**config.mk**
```make
export PLATFORM = sky130hd
export DESIGN_NAME = jdequant_zz
export DESIGN_NICKNAME = d
export VERILOG_FILES = /design/src/rtl/jdequant_zz.sv
export SDC_FILE = /design/constraint.sdc
export NUM_CORES = 1
export LEC_CHECK = 0
export BUFFER_PORTS_ARGS = -buffer_cell sky130_fd_sc_hd__buf_4
export CELL_PAD_IN_SITES_DETAIL_PLACEMENT = 2
export CELL_PAD_IN_SITES_GLOBAL_PLACEMENT = 2
export CORE_ASPECT_RATIO = 1.1
export CORE_UTILIZATION = 45
export CTS_CLUSTER_DIAMETER = 50
export DETAILED_ROUTE_END_ITERATION = 10
export PLACE_DENSITY_LB_ADDON = 0.1
export SYNTH_ARGS = -nofsm -noshare
export SYNTH_HDL_FRONTEND = slang
export SYNTH_SLANG_ARGS = --single-unit
```
**constraint.sdc**
```tcl
create_clock -name clock -period 8.8 [get_ports clock]
set_input_delay 1.76 -clock clock [delete_from_list [all_inputs] [get_ports clock]]
set_output_delay 1.76 -clock clock [all_outputs]
set_load 0.01 [all_outputs]
```
**src/rtl/jdequant_zz.sv**
```systemverilog
// rtl/jdequant_zz.sv - JPEG inverse quantization with saturating multiply and block-boundary table reload
module jdequant_zz #(
    parameter int DW    = 16,
    parameter int QW    = 8,
    parameter int NCOEF = 64
) (
    input  logic          clock,
    input  logic          reset,
    input  logic [DW-1:0] in_d,
    input  logic          in_v,
    output logic          in_b,
    input  logic [QW-1:0] qtab_d,
    input  logic          qtab_v,
    output logic          qtab_b,
    output logic [DW-1:0] out_d,
    output logic          out_v,
    input  logic          out_b,
    output logic          blk_done
);

    localparam int IW = (NCOEF > 1) ? $clog2(NCOEF) : 1;
    localparam int PW = DW + QW + 1;
    localparam logic [IW-1:0] LAST_IDX = IW'(NCOEF - 1);
    localparam logic [DW-1:0] SAT_MAX  = {1'b0, {(DW-1){1'b1}}};
    localparam logic [DW-1:0] SAT_MIN  = {1'b1, {(DW-1){1'b0}}};

    typedef enum logic {
        ST_LOAD,
        ST_RUN
    } state_t;

    state_t state;
    state_t state_nxt;

    logic [IW-1:0] tidx;
    logic [IW-1:0] cidx;
    logic [QW-1:0] qtab_mem [NCOEF];

    logic in_acc;
    logic qtab_acc;
    logic out_take;

    logic signed [PW-1:0] coef_ext;
    logic signed [PW-1:0] scale_ext;
    logic signed [PW-1:0] prod;
    logic                 prod_fits;
    logic [DW-1:0]        prod_sat;

    assign in_acc   = in_v && !in_b;
    assign qtab_acc = qtab_v && !qtab_b;
    assign out_take = out_v && !out_b;

    // Next state and stream backpressure; a reload request at a block boundary stalls input
    always_comb begin
        state_nxt = state;
        in_b      = 1'b1;
        qtab_b    = 1'b1;
        case (state)
            ST_LOAD: begin
                qtab_b = 1'b0;
                if (qtab_acc && (tidx == LAST_IDX)) begin
                    state_nxt = ST_RUN;
                end
            end
            ST_RUN: begin
                in_b = (out_v && out_b) || ((cidx == '0) && qtab_v);
                if ((cidx == '0) && qtab_v) begin
                    state_nxt = ST_LOAD;
                end
            end
            default: begin
                state_nxt = ST_LOAD;
            end
        endcase
    end

    // State register; reset always forces a fresh table load
    always_ff @(posedge clock) begin
        if (reset) begin
            state <= ST_LOAD;
        end else begin
            state <= state_nxt;
        end
    end

    // Table storage, written only in LOAD; contents survive reset
    always_ff @(posedge clock) begin
        if (qtab_acc) begin
            qtab_mem[tidx] <= qtab_d;
        end
    end

    // Table write index and coefficient position within the current block
    always_ff @(posedge clock) begin
        if (reset) begin
            tidx <= '0;
            cidx <= '0;
        end else begin
            if (qtab_acc) begin
                if (tidx == LAST_IDX) begin
                    tidx <= '0;
                    cidx <= '0;
                end else begin
                    tidx <= tidx + 1'b1;
                end
            end
            if (in_acc) begin
                cidx <= (cidx == LAST_IDX) ? '0 : cidx + 1'b1;
            end
        end
    end

    // Signed coefficient times unsigned table entry, clamped to the DW-bit signed range
    always_comb begin
        coef_ext  = {{(QW+1){in_d[DW-1]}}, in_d};
        scale_ext = {{(DW+1){1'b0}}, qtab_mem[cidx]};
        prod      = coef_ext * scale_ext;
        prod_fits = (&prod[PW-1:DW-1]) || !(|prod[PW-1:DW-1]);
        if (prod_fits) begin
            prod_sat = prod[DW-1:0];
        end else if (prod[PW-1]) begin
            prod_sat = SAT_MIN;
        end else begin
            prod_sat = SAT_MAX;
        end
    end

    // Output register and end-of-block pulse; holds while the consumer stalls
    always_ff @(posedge clock) begin
        if (reset) begin
            out_v    <= 1'b0;
            out_d    <= '0;
            blk_done <= 1'b0;
        end else begin
            blk_done <= in_acc && (cidx == LAST_IDX);
            if (in_acc) begin
                out_d <= prod_sat;
                out_v <= 1'b1;
            end else if (out_take) begin
                out_v <= 1'b0;
            end
        end
    end

endmodule

```
* Yosys cells after proc, flatten, opt, wreduce, memory -nomap -nowiden
Memory sizes are Yosys's and may differ from the RTL's. A register that Yosys moved wholly into a read port is not among the register bits. Cells that the tools add are included.
Storage, ports and cells: register bits 31, bits in writable memories 512, bits of input ports 29, output and inout port bits 20, word-level logic and storage cells 50, memories kept 1
Cells by class: add/sub/neg operators 2, multipliers 1, eq/ne operators 2, multiplexer cells 18, bitwise gates (word level) 1, reduce and logical (&&, ||, !) cells 19
Memory list:
- qtab_mem | words 64, bits a word 8, read ports 1, clocked after memory_dff 1, write ports 1, line 37 | logic [QW-1:0] qtab_mem [NCOEF];
Operator list (count):
- two-way mux 6 bit | 7
- two-way mux 16 bit | 2
- multiplier 16 x 9 -> 25 bit | 1
- adder 6 x 1 -> 6 bit, second input constant | 2
- equality test 6 bit, second input constant | 2
- AND reduction 10 bit | 1
- OR reduction 10 bit | 1
- two-way mux 1 bit | 8
- logical AND 1 bit | 7
- zero test 6 bit | 1
- nonzero test 2 bit | 3
- zero test 1 bit | 3
- logical OR 1 bit | 2
- one-hot mux 1 bit (2 select lines) | 1
- AND reduction 2 bit | 1
- NOT 1 bit | 1

* Longest topological paths before layout
Gate-level depths: netlist (run 1).
depth after elaboration 10, mapped depth 30, depth with buffers taken out 24

* Worst setup path after synthesis (run 1)
Ideal clock, no wire load.
path kind register -> register, from register (tool-made name), to register out_d[10], setup time 0.142 ns, data arrival time 7.015 ns, setup slack 1.643 ns, stages on the path, launching flop included 26, buffers on the path 5, clock period less this slack 7.157 ns, cell sequence dfxtp_1 > buf_2 > buf_1 > buf_1 > mux4_2 > mux4_2 > mux4_2 > buf_6 > nand2_1 > fa_1 > inv_1 > fa_1 > fa_1 > inv_1 > fa_1 > inv_1 > ha_1 > a21oi_1 > a21boi_0 > a211oi_1 > o21ai_0 > xnor2_1 > o211ai_1 > o31ai_1 > buf_2 > a311oi_1
RTL lines:
- end signal: assignment | line 137 | out_d <= prod_sat;
- end: declaration | line 15 | output logic [DW-1:0] out_d,

==> results.cfg, run 1 <==
[sta]
tightest_slew_ns = 1.04
slew_headroom = 0.305
setup_violations = 0
final_max_slew_viol_count = 0
period_share = 0.918
fmax_ghz = 0.124
fin_crit_ns = 8.07
postLayoutSetupSlackWorst_ns = 0.726
hold_violations = 0
fin_tns_setup_ns = 0
finClkSkew_ns = 0.0303
hold_ws_ns = 0.477
grt_setup_unrepaired = no

[power]
ir_drop_mv = 0.227
p_sw_uw = 2470
pwr-share-seq = 0.382
p_comb_frac = 0.283
p_int_uw = 5030
p_per_area_nw_per_um2 = 256
power.leakage_uw = 0.00994
clockPowerShare = 0.335
switching_share = 0.329

[clock_network]
cts_root_buf = clkbuf_16
clk_path_buf_depth = 3
ctsResizeCount = 0
cts_tree = built
htreeDepth = 2
post_cts_buffers = 0
path_clk_slew_ns = 0.06
cts_sinks = 549
cts_buffers = 60
insertion_delay_ns = 0.63
ctsHoldBuffers = 0

[finish]
mostFrequentLayoutCells = 512 x edfxtp_1, 167 x mux4_2, 147 x inv_1
fin_util = 0.511
area_growth_pct = 12.2
antenna_cells = 0
final_common_cell = edfxtp_1
drive_gt1_frac = 0.205
stdcell_count = 2433
final_nets = 1814

[synth]
synth.avg_cell_area_sq_um = 16.7
ys_async_sr_fraction = 0
syn_nets = 1747
ys_warn_count = 0
synth_cell_types = 52
synth_edf_count = 512
syn_inst = 1563
ys_ff_latch = 549
seq_area_frac_synth = 0.618
netlist_area_sq_um = 26100
synthFlopType = edfxtp_1

[route]
route.vias.total = 14036
totalWireLength_mm = 70.9
firstDrtPassIters = 6
viasPerCell = 5.77
drcViolationCount = 0
routedWlPerCell_microns = 29.1
antenna_left = 0
first_iter_violations = 794

[run_status]
status = finished, final reports clean

[critical_path]
worstSetupEndpointType = flop
crit_slowest_cell = dfxtp_4
critPathMaxFanout = 18
path_buf_inv = 5
crit_family = adder cells
cpPeakStageDelay_ns = 0.64
criticalPathCategory = flop to flop
start_kind = flop
critPathArrivalTime_ns = 8.61
critPathRequiredTime_ns = 9.33

[floorplan]
io_pins = 49
rows = 92
die-area_sq_um = 58900
coreArea_sq_um = 57300
start_util = 0.455
chipWidth_microns = 232
dieHeight_microns = 255

[global_routing]
grt_pass1_vias = 15630
gr-total-overflow = 0
antenna_found_initial = 3
grt_pass1_wl_mm = 106
grtUsageTotal = 0.250
grt_max_degree = 65

[placement]
placed_cells = 2320
dp_hpwl_mm = 49.3
globalplace.congestion = 0.828
numPortBuffers = 48
dpl_worst_slack_ns = 0.700

[min_path]
worstHoldPathType = flop to flop

[run]
drv_cap = 0
-- area by class of cell --
class,instances,area (sq um)
Clock inverter,39,358
Multi-Input combinational cell,794,9050
Clock buffer,74,1590
Fill cell,5104,28100
Sequential cell,549,16100
Tap cell,752,941
Inverter,147,552
Timing Repair Buffer,78,648
-- worst reg2reg max path, stage by stage (launching register included) --
cell and delay [ns]:
dfxtp_4 0.64, buf_12 0.27, mux4_2 0.55, mux4_2 0.57, mux2_2 0.30, nand2_1 0.08, o21ai_1 0.24, buf_4 0.30
and2_1 0.19, fa_1 0.43, ha_1 0.31, ha_1 0.28, inv_1 0.05, fa_1 0.48, inv_1 0.04, ha_1 0.22
fa_1 0.50, a211oi_1 0.42, o211ai_1 0.15, a21oi_1 0.39, xor2_1 0.15, or3_1 0.38, a2111oi_0 0.44, a31oi_1 0.15
buf_4 0.21, a311oi_1 0.24
-- synth_stat cells, types with 4 or more instances --
master	count	area, sq um
edfxtp_1	512	15400
mux4_2	167	3760
inv_1	147	552
nor2_1	108	405
fa_1	102	2040
nand2_1	84	315
and2_1	74	463
ha_1	53	663
dfxtp_1	37	741
clkbuf_1	32	120
a21oi_1	27	135
nand3_1	21	105
o21ai_0	21	105
xnor2_1	18	158
buf_2	17	85.1
a211oi_1	13	97.6
nand3b_1	12	90.1
a311oi_1	10	87.6
buf_1	10	37.5
buf_6	8	90.1
nor3_1	7	35.0
o211ai_1	7	52.6
xor2_1	7	61.3
buf_4	6	45.0
nand4_1	5	31.3
o21bai_1	5	37.5
a31oi_1	4	25.0
and3_1	4	25.0
nor4_1	4	25.0
or3_1	4	25.0
-- power by group through the flow --
stage               Sequential (uW)  Clock [uW]  Combinational [uW]
floorplan                      2910           0                1500
global placement               2920           0                2090
detailed placement             2920           0                2150
CTS                            2860        2550                2160
global route                   2860        2620                2380
finish                         2860        2510                2130
-- metrics by stage --
| stage | area, sq um | power (uW) |
|---|---|---|
| CTS | 29300 | 7570 |
| floorplan | 26100 | 4410 |
| finish | 29300 | 7500 |
| global placement | 27300 | 5010 |
| detailed placement | 27300 | 5070 |
| global route | 29300 | 7870 |
-- final timing paths --
kind | startpoint | end | slack, ns | cells after the start
worst max-delay path | flop | out_d[12]$_SDFFE_PP0P_ | 0.73 | 25
worst min-delay path | out_d[15]$_SDFFE_PP0P_ | out_d[15]$_SDFFE_PP0P_ | 0.48 | 2
worst max register to register | flop | out_d[12]$_SDFFE_PP0P_ | 0.73 | 25
worst min register to register | out_d[15]$_SDFFE_PP0P_ | out_d[15]$_SDFFE_PP0P_ | 0.48 | 2
-- sequential cells by signal, summed over array words and instances (netlist names), named ones only --
name / count
cidx: 6
tidx: 6
out_v: 1
qtab_mem: 512
state: 1
out_d: 16
blk_done: 1
-- cell families after synthesis --
logic type,Yosys count,synth area share
AND/OR/NAND/NOR,337,0.0622
flip-flops,549,0.618
multiplexers,172,0.146
XOR/XNOR,25,0.00839
adder cells (fa/ha/maj),155,0.104
AO/OA/AOI/OAI,105,0.0261
buffers and inverters,220,0.0356
-- metal layers --
layer  track usage  wire length, microns
met2         0.457                 38300
met3        0.0321                  2960
met4        0.0697                  1790
met1         0.310                 27900
met5             0                    11
(Power assumes the default switching activity.)
==> inputs of run 2 (changes only) <==
Settings changed: CORE_MARGIN set to 1, GPL_TIMING_DRIVEN set to 0.
==> results.cfg, run 2 (synthesized netlist as in run 1, its figures left out) <==
[run_status]
status = finished, final reports clean

[critical_path]
crit_chain = buf_6 > buf_2 > mux4_2 > mux4_2 > mux4_2 > buf_6 > and2_1 > fa_1 > fa_1 > fa_1 > inv_1 > fa_1 > inv_1 > ha_1 > a21oi_2 > o211ai_1 > a21oi_2 > xor2_1 > or3_1 > a2111oi_1 > a31oi_2 > buf_2 > a311oi_1
path_common_cell = fa_1
cp_num_cells = 23
critPathRequiredTime_ns = 9.30
critPathArrivalTime_ns = 9.00
start_kind = flop
path_buf_inv = 6
crit_slowest_cell = mux4_2
crit_family = adder cells
reg2regPathDepth = 23
worstSetupEndpointType = flop
critPathMaxFanout = 10
criticalPathCategory = flop to flop
cpPeakStageDelay_ns = 0.64

[clock_network]
clk_path_buf_depth = 3
insertion_delay_ns = 0.62
cts_sinks = 549
cts_root_buf = clkbuf_16
cts_buffers = 60
path_clk_slew_ns = 0.06
cts_tree = built
htreeDepth = 2
ctsHoldBuffers = 0

[floorplan]
start_util = 0.455
coreArea_sq_um = 57300
chipWidth_microns = 232
die-area_sq_um = 58900
io_pins = 49
dieHeight_microns = 255
rows = 92

[finish]
ff_latch_area_sq_um = 16100
reg_top3 = qtab_mem (512), out_d (16)
mostFrequentLayoutCells = 512 x edfxtp_1, 167 x mux4_2, 147 x inv_1
area_growth_pct = 12.7
fillers = 5093
antenna_cells = 0
final_nets = 1858
top_register = qtab_mem
stdcell_count = 2475
final_common_cell = edfxtp_1
drive_gt1_frac = 0.209
fin_util = 0.513
multiInputGateArea_sq_um = 9090
largest_reg_flops = 512
fin_area_sq_um = 29400

[min_path]
whs_path_depth = 2
worstHoldPathType = flop to flop

[sta]
setup_violations = 0
final_max_slew_viol_count = 0
hold_violations = 0
tightest_slew_ns = 1.33
fin_crit_ns = 8.50
postLayoutSetupSlackWorst_ns = 0.304
hold_ws_ns = 0.461
period_share = 0.965
fmax_ghz = 0.118
slew_headroom = 0.109
finClkSkew_ns = 0.0225

[power]
power.leakage_uw = 0.0100
p_per_area_nw_per_um2 = 254
ir_drop_mv = 0.185

[route]
viasPerCell = 5.92
routedWlPerCell_microns = 31.9
totalWireLength_mm = 79.1
antenna_left = 0
firstDrtPassIters = 5
first_iter_violations = 1138
drcViolationCount = 0
route.vias.total = 14643

[global_routing]
gr-total-overflow = 0
grt_pass1_vias = 16274
grtUsageTotal = 0.277
grt_pass1_wl_mm = 114
antenna_found_initial = 2
grt_max_degree = 65

[placement]
dp_hpwl_mm = 55.9
place_area_sq_um = 27400
dpl_worst_slack_ns = -1.67
globalplace.congestion = 0.809
placed_cells = 2363
numPortBuffers = 46

[run]
drv_cap = 0
==> run 2: cell types whose count changed in the layout (fill, tap and decap cells not counted), sizes merged <==
cell / change
clkinvlp: +1
clkinv: -1
inv: -9
buf: +12
bufinv: -1
clkdlybuf4s15: +1
clkbuf: +39
==> run 2: layout make-up <==
cell class / instances / share of cell area
timing repair buffer: 50 / 0.0128
tap: 752 / 0.0320
multi-input combinational: 794 / 0.309
inverter: 147 / 0.0188
clock inverter: 29 / 0.00924
buffer: 72 / 0.0144
sequential: 549 / 0.548
clock buffer: 82 / 0.0549
==> run 2: where the power goes <==
group / leakage, uW / switching (uW) / internal [uW]
registers: 0.00490 / 2.38 / 2860
clock network: 0.000908 / 1050 / 1380
logic: 0.00419 / 1390 / 787
total: 0.0100 / 2440 / 5020
==> run 2: final timing paths <==
path / startpoint / slack [ns] / end
max: flop / 0.30 / out_d[12]$_SDFFE_PP0P_
min: out_d[15]$_SDFFE_PP0P_ / 0.46 / out_d[15]$_SDFFE_PP0P_
max reg2reg: flop / 0.30 / out_d[12]$_SDFFE_PP0P_
min reg2reg: out_d[15]$_SDFFE_PP0P_ / 0.46 / out_d[15]$_SDFFE_PP0P_
==> run 2: tightest hold or removal path, stage by stage, from the launching register on <==
cell	delay [ns]
dfxtp_1	0.31
nand2_1	0.05
a21oi_1	0.05
==> run 2: repair_timing <==
action | 4_1_cts | 5_1_grt
gates resized for setup | 42 | 8
pin swaps | 0 | 2
endpoints found under the hold margin | 0 | 0
setup buffers | 0 | 2
setup endpoints to repair | 16 | 15
==> run 2: stage by stage <==
step | power, uW | TNS (ns)
3_5_place_dp | 5040 | -23.81
3_3_place_gp | 4990 | -19.70
5_1_grt | 7860 | -0.0626
2_1_floorplan | 4410 | 0
6_report | 7460 | 0
4_1_cts | 7470 | 0
==> run 2: layer usage <==
layer | track usage | share of wire | vias up
met1 | 0.330 | 0.38 | 7921
met5 | 0 | 0.00022 | -
met3 | 0.0389 | 0.047 | 143
met2 | 0.510 | 0.54 | 474
li1 | - | - | 6103
met4 | 0.103 | 0.036 | 2
==> inputs of run 3 (changes only) <==
Settings changed: ABC_AREA set to 1, CORE_MARGIN 1 to 2, CORE_UTILIZATION 45 to 43.
==> results.cfg, run 3 <==
[run_status]
status = finished with violations
violations = capacitance limit, slew limit

[route]
route.vias.total = 21384
routedWlPerCell_microns = 32.4
first_iter_violations = 2119
viasPerCell = 6.08
firstDrtPassIters = 5
antenna_left = 0
drcViolationCount = 0
totalWireLength_mm = 114

[floorplan]
coreArea_sq_um = 62500
start_util = 0.436
chipWidth_microns = 244
io_pins = 49
dieHeight_microns = 268
die-area_sq_um = 65300
rows = 96

[min_path]
hp-start = out_d[15]$_SDFFE_PP0P_
worstHoldPathType = flop to flop
whs_path_depth = 2
hold_end = out_d[15]$_SDFFE_PP0P_

[clock_network]
insertion_delay_ns = 0.64
cts_root_buf = clkbuf_16
path_clk_slew_ns = 0.05
htreeDepth = 3
ctsResizeCount = 0
cts_sinks = 549
cts_tree = built
ctsHoldBuffers = 0
cts_buffers = 67
clk_path_buf_depth = 3
post_cts_buffers = 0

[synth]
synthFlopType = edfxtp_1
synth_top_area_share = 0.565
netlist_area_sq_um = 27200
ys_ff_latch = 549
seq_area_frac_synth = 0.592
ys_warn_count = 0
synth.most_common_cell = edfxtp_1
syn_nets = 2691
synth_cell_types = 48
synth.avg_cell_area_sq_um = 10.9
synth_area_leaders = edfxtp_1 56%, fa_1 7.5%, nor2_1 6.4%
ys_async_sr_fraction = 0
synth_edf_count = 512
yosys-top-cells-count = 512 x edfxtp_1, 461 x nor2_1, 300 x o21ai_0
syn_inst = 2507
yosys.area.top_type = edfxtp_1

[power]
ir_drop_mv = 0.184
p_total_uw = 8010
p_per_area_nw_per_um2 = 260
power.leakage_uw = 0.0117

[finish]
top_register = qtab_mem
largest_reg_flops = 512
final_common_cell = edfxtp_1
antenna_cells = 0
final_nets = 2814
fillers = 6358
reg_top3 = qtab_mem (512), out_d (16)
drive_gt1_frac = 0.117
area_growth_pct = 13.2
mostFrequentLayoutCells = 512 x edfxtp_1, 452 x nor2_1, 300 x o21ai_0

[sta]
slew_headroom = -0.0427
tightest_slew_ns = 1.56
finClkSkew_ns = 0.0354
fmax_ghz = 0.121
fin_crit_ns = 8.26
setup_violations = 0
hold_violations = 0
hold_ws_ns = 0.494
final_max_slew_viol_count = 9
period_share = 0.939
grt_setup_unrepaired = no
fin_tns_setup_ns = 0

[global_routing]
antenna_found_initial = 1
grt_pass1_wl_mm = 162
grtUsageTotal = 0.350
grt_pass1_vias = 23428
grt_max_degree = 65
gr-total-overflow = 0

[placement]
globalplace.congestion = 0.947
dp_hpwl_mm = 79.7
numPortBuffers = 47

[critical_path]
reg2regPathDepth = 33
regToRegSetupSlack_ns = 0.54
crit_slowest_cell = fa_1
cpPeakStageDelay_ns = 0.71
criticalPathCategory = flop to flop
critPathRequiredTime_ns = 9.29
start_kind = flop
path_common_cell = nand2_1
critPathArrivalTime_ns = 8.75
critPathMaxFanout = 10
worstSetupEndpointType = flop
worst_r2r_endpoint = out_d[12]$_SDFFE_PP0P_

[run]
drv_cap = 1
## run 3: per-layer routing
layer  track usage  up-vias  routed length [microns]  part of all wire
li1              -     8896                        -                 -
met1         0.391    11103                    40500              0.36
met2         0.617     1048                    57000              0.50
met3        0.0564      337                     7670             0.067
met4         0.239        0                     8850             0.078
met5             0        -                        0                 0
## run 3: worst max path at each step
stage,depth (start not counted),slack [ns],end,start
2_1_floorplan,23,2.42,out_d[10]$_SDFFE_PP0P_,in_d[15]
3_3_place_gp,33,0.98,out_d[5]$_SDFFE_PP0P_,flop
3_5_place_dp,33,0.67,out_d[8]$_SDFFE_PP0P_,flop
4_1_cts,33,0.66,out_d[12]$_SDFFE_PP0P_,flop
5_1_grt,33,0.05,out_d[8]$_SDFFE_PP0P_,flop
6_report,33,0.54,out_d[12]$_SDFFE_PP0P_,flop
## run 3: worst max-delay path: cells and delay by family (launching register included)
kind / cells / cell delay (ns)
AND/OR/NAND/NOR: 12 / 1.75
adder cells (fa/ha/maj): 5 / 2.76
buffers and inverters: 9 / 1.67
AO/OA/AOI/OAI: 7 / 1.59
flip-flops: 1 / 0.32
## run 3: final cells by class
type / instances / area [sq um] / area share
timing repair buffer: 54 / 428 / 0.0139
clock inverter: 38 / 300 / 0.00974
multi-input combinational: 1578 / 9480 / 0.308
tap: 833 / 1040 / 0.0338
clock buffer: 84 / 1790 / 0.0582
buffer: 123 / 691 / 0.0224
sequential: 549 / 16100 / 0.523
inverter: 257 / 968 / 0.0314
## run 3: cell families after synthesis
group                      count (synthesis)  share of synthesized area
and+or+nand+nor                          861                      0.130
DFF                                      549                      0.592
xor gates and xnor gates                  12                    0.00386
AOI/OAI and AO/OA                        550                      0.114
adders and majority gates                155                     0.0994
buffers and inverters                    380                     0.0610
## run 3: power by group
part	leakage [uW]	total [uW]	switching, uW	internal, uW
Sequential	0.00490	2860	3.99	2860
Combinational	0.00573	2460	1700	766
Clock	0.00102	2690	1180	1500
Total	0.0117	8010	2890	5130
## run 3: stage by stage
step                      worst slack [ns]  utilization  instances  area [sq um]
final                                0.539        0.493       3516         30800
after detailed placement             0.674        0.459       3391         28700
after CTS                            0.659        0.493       3513         30800
after floorplan                       2.42            -       2507         27200
after global placement               0.978        0.458       3387         28600
after global routing                0.0508        0.493       3516         30800
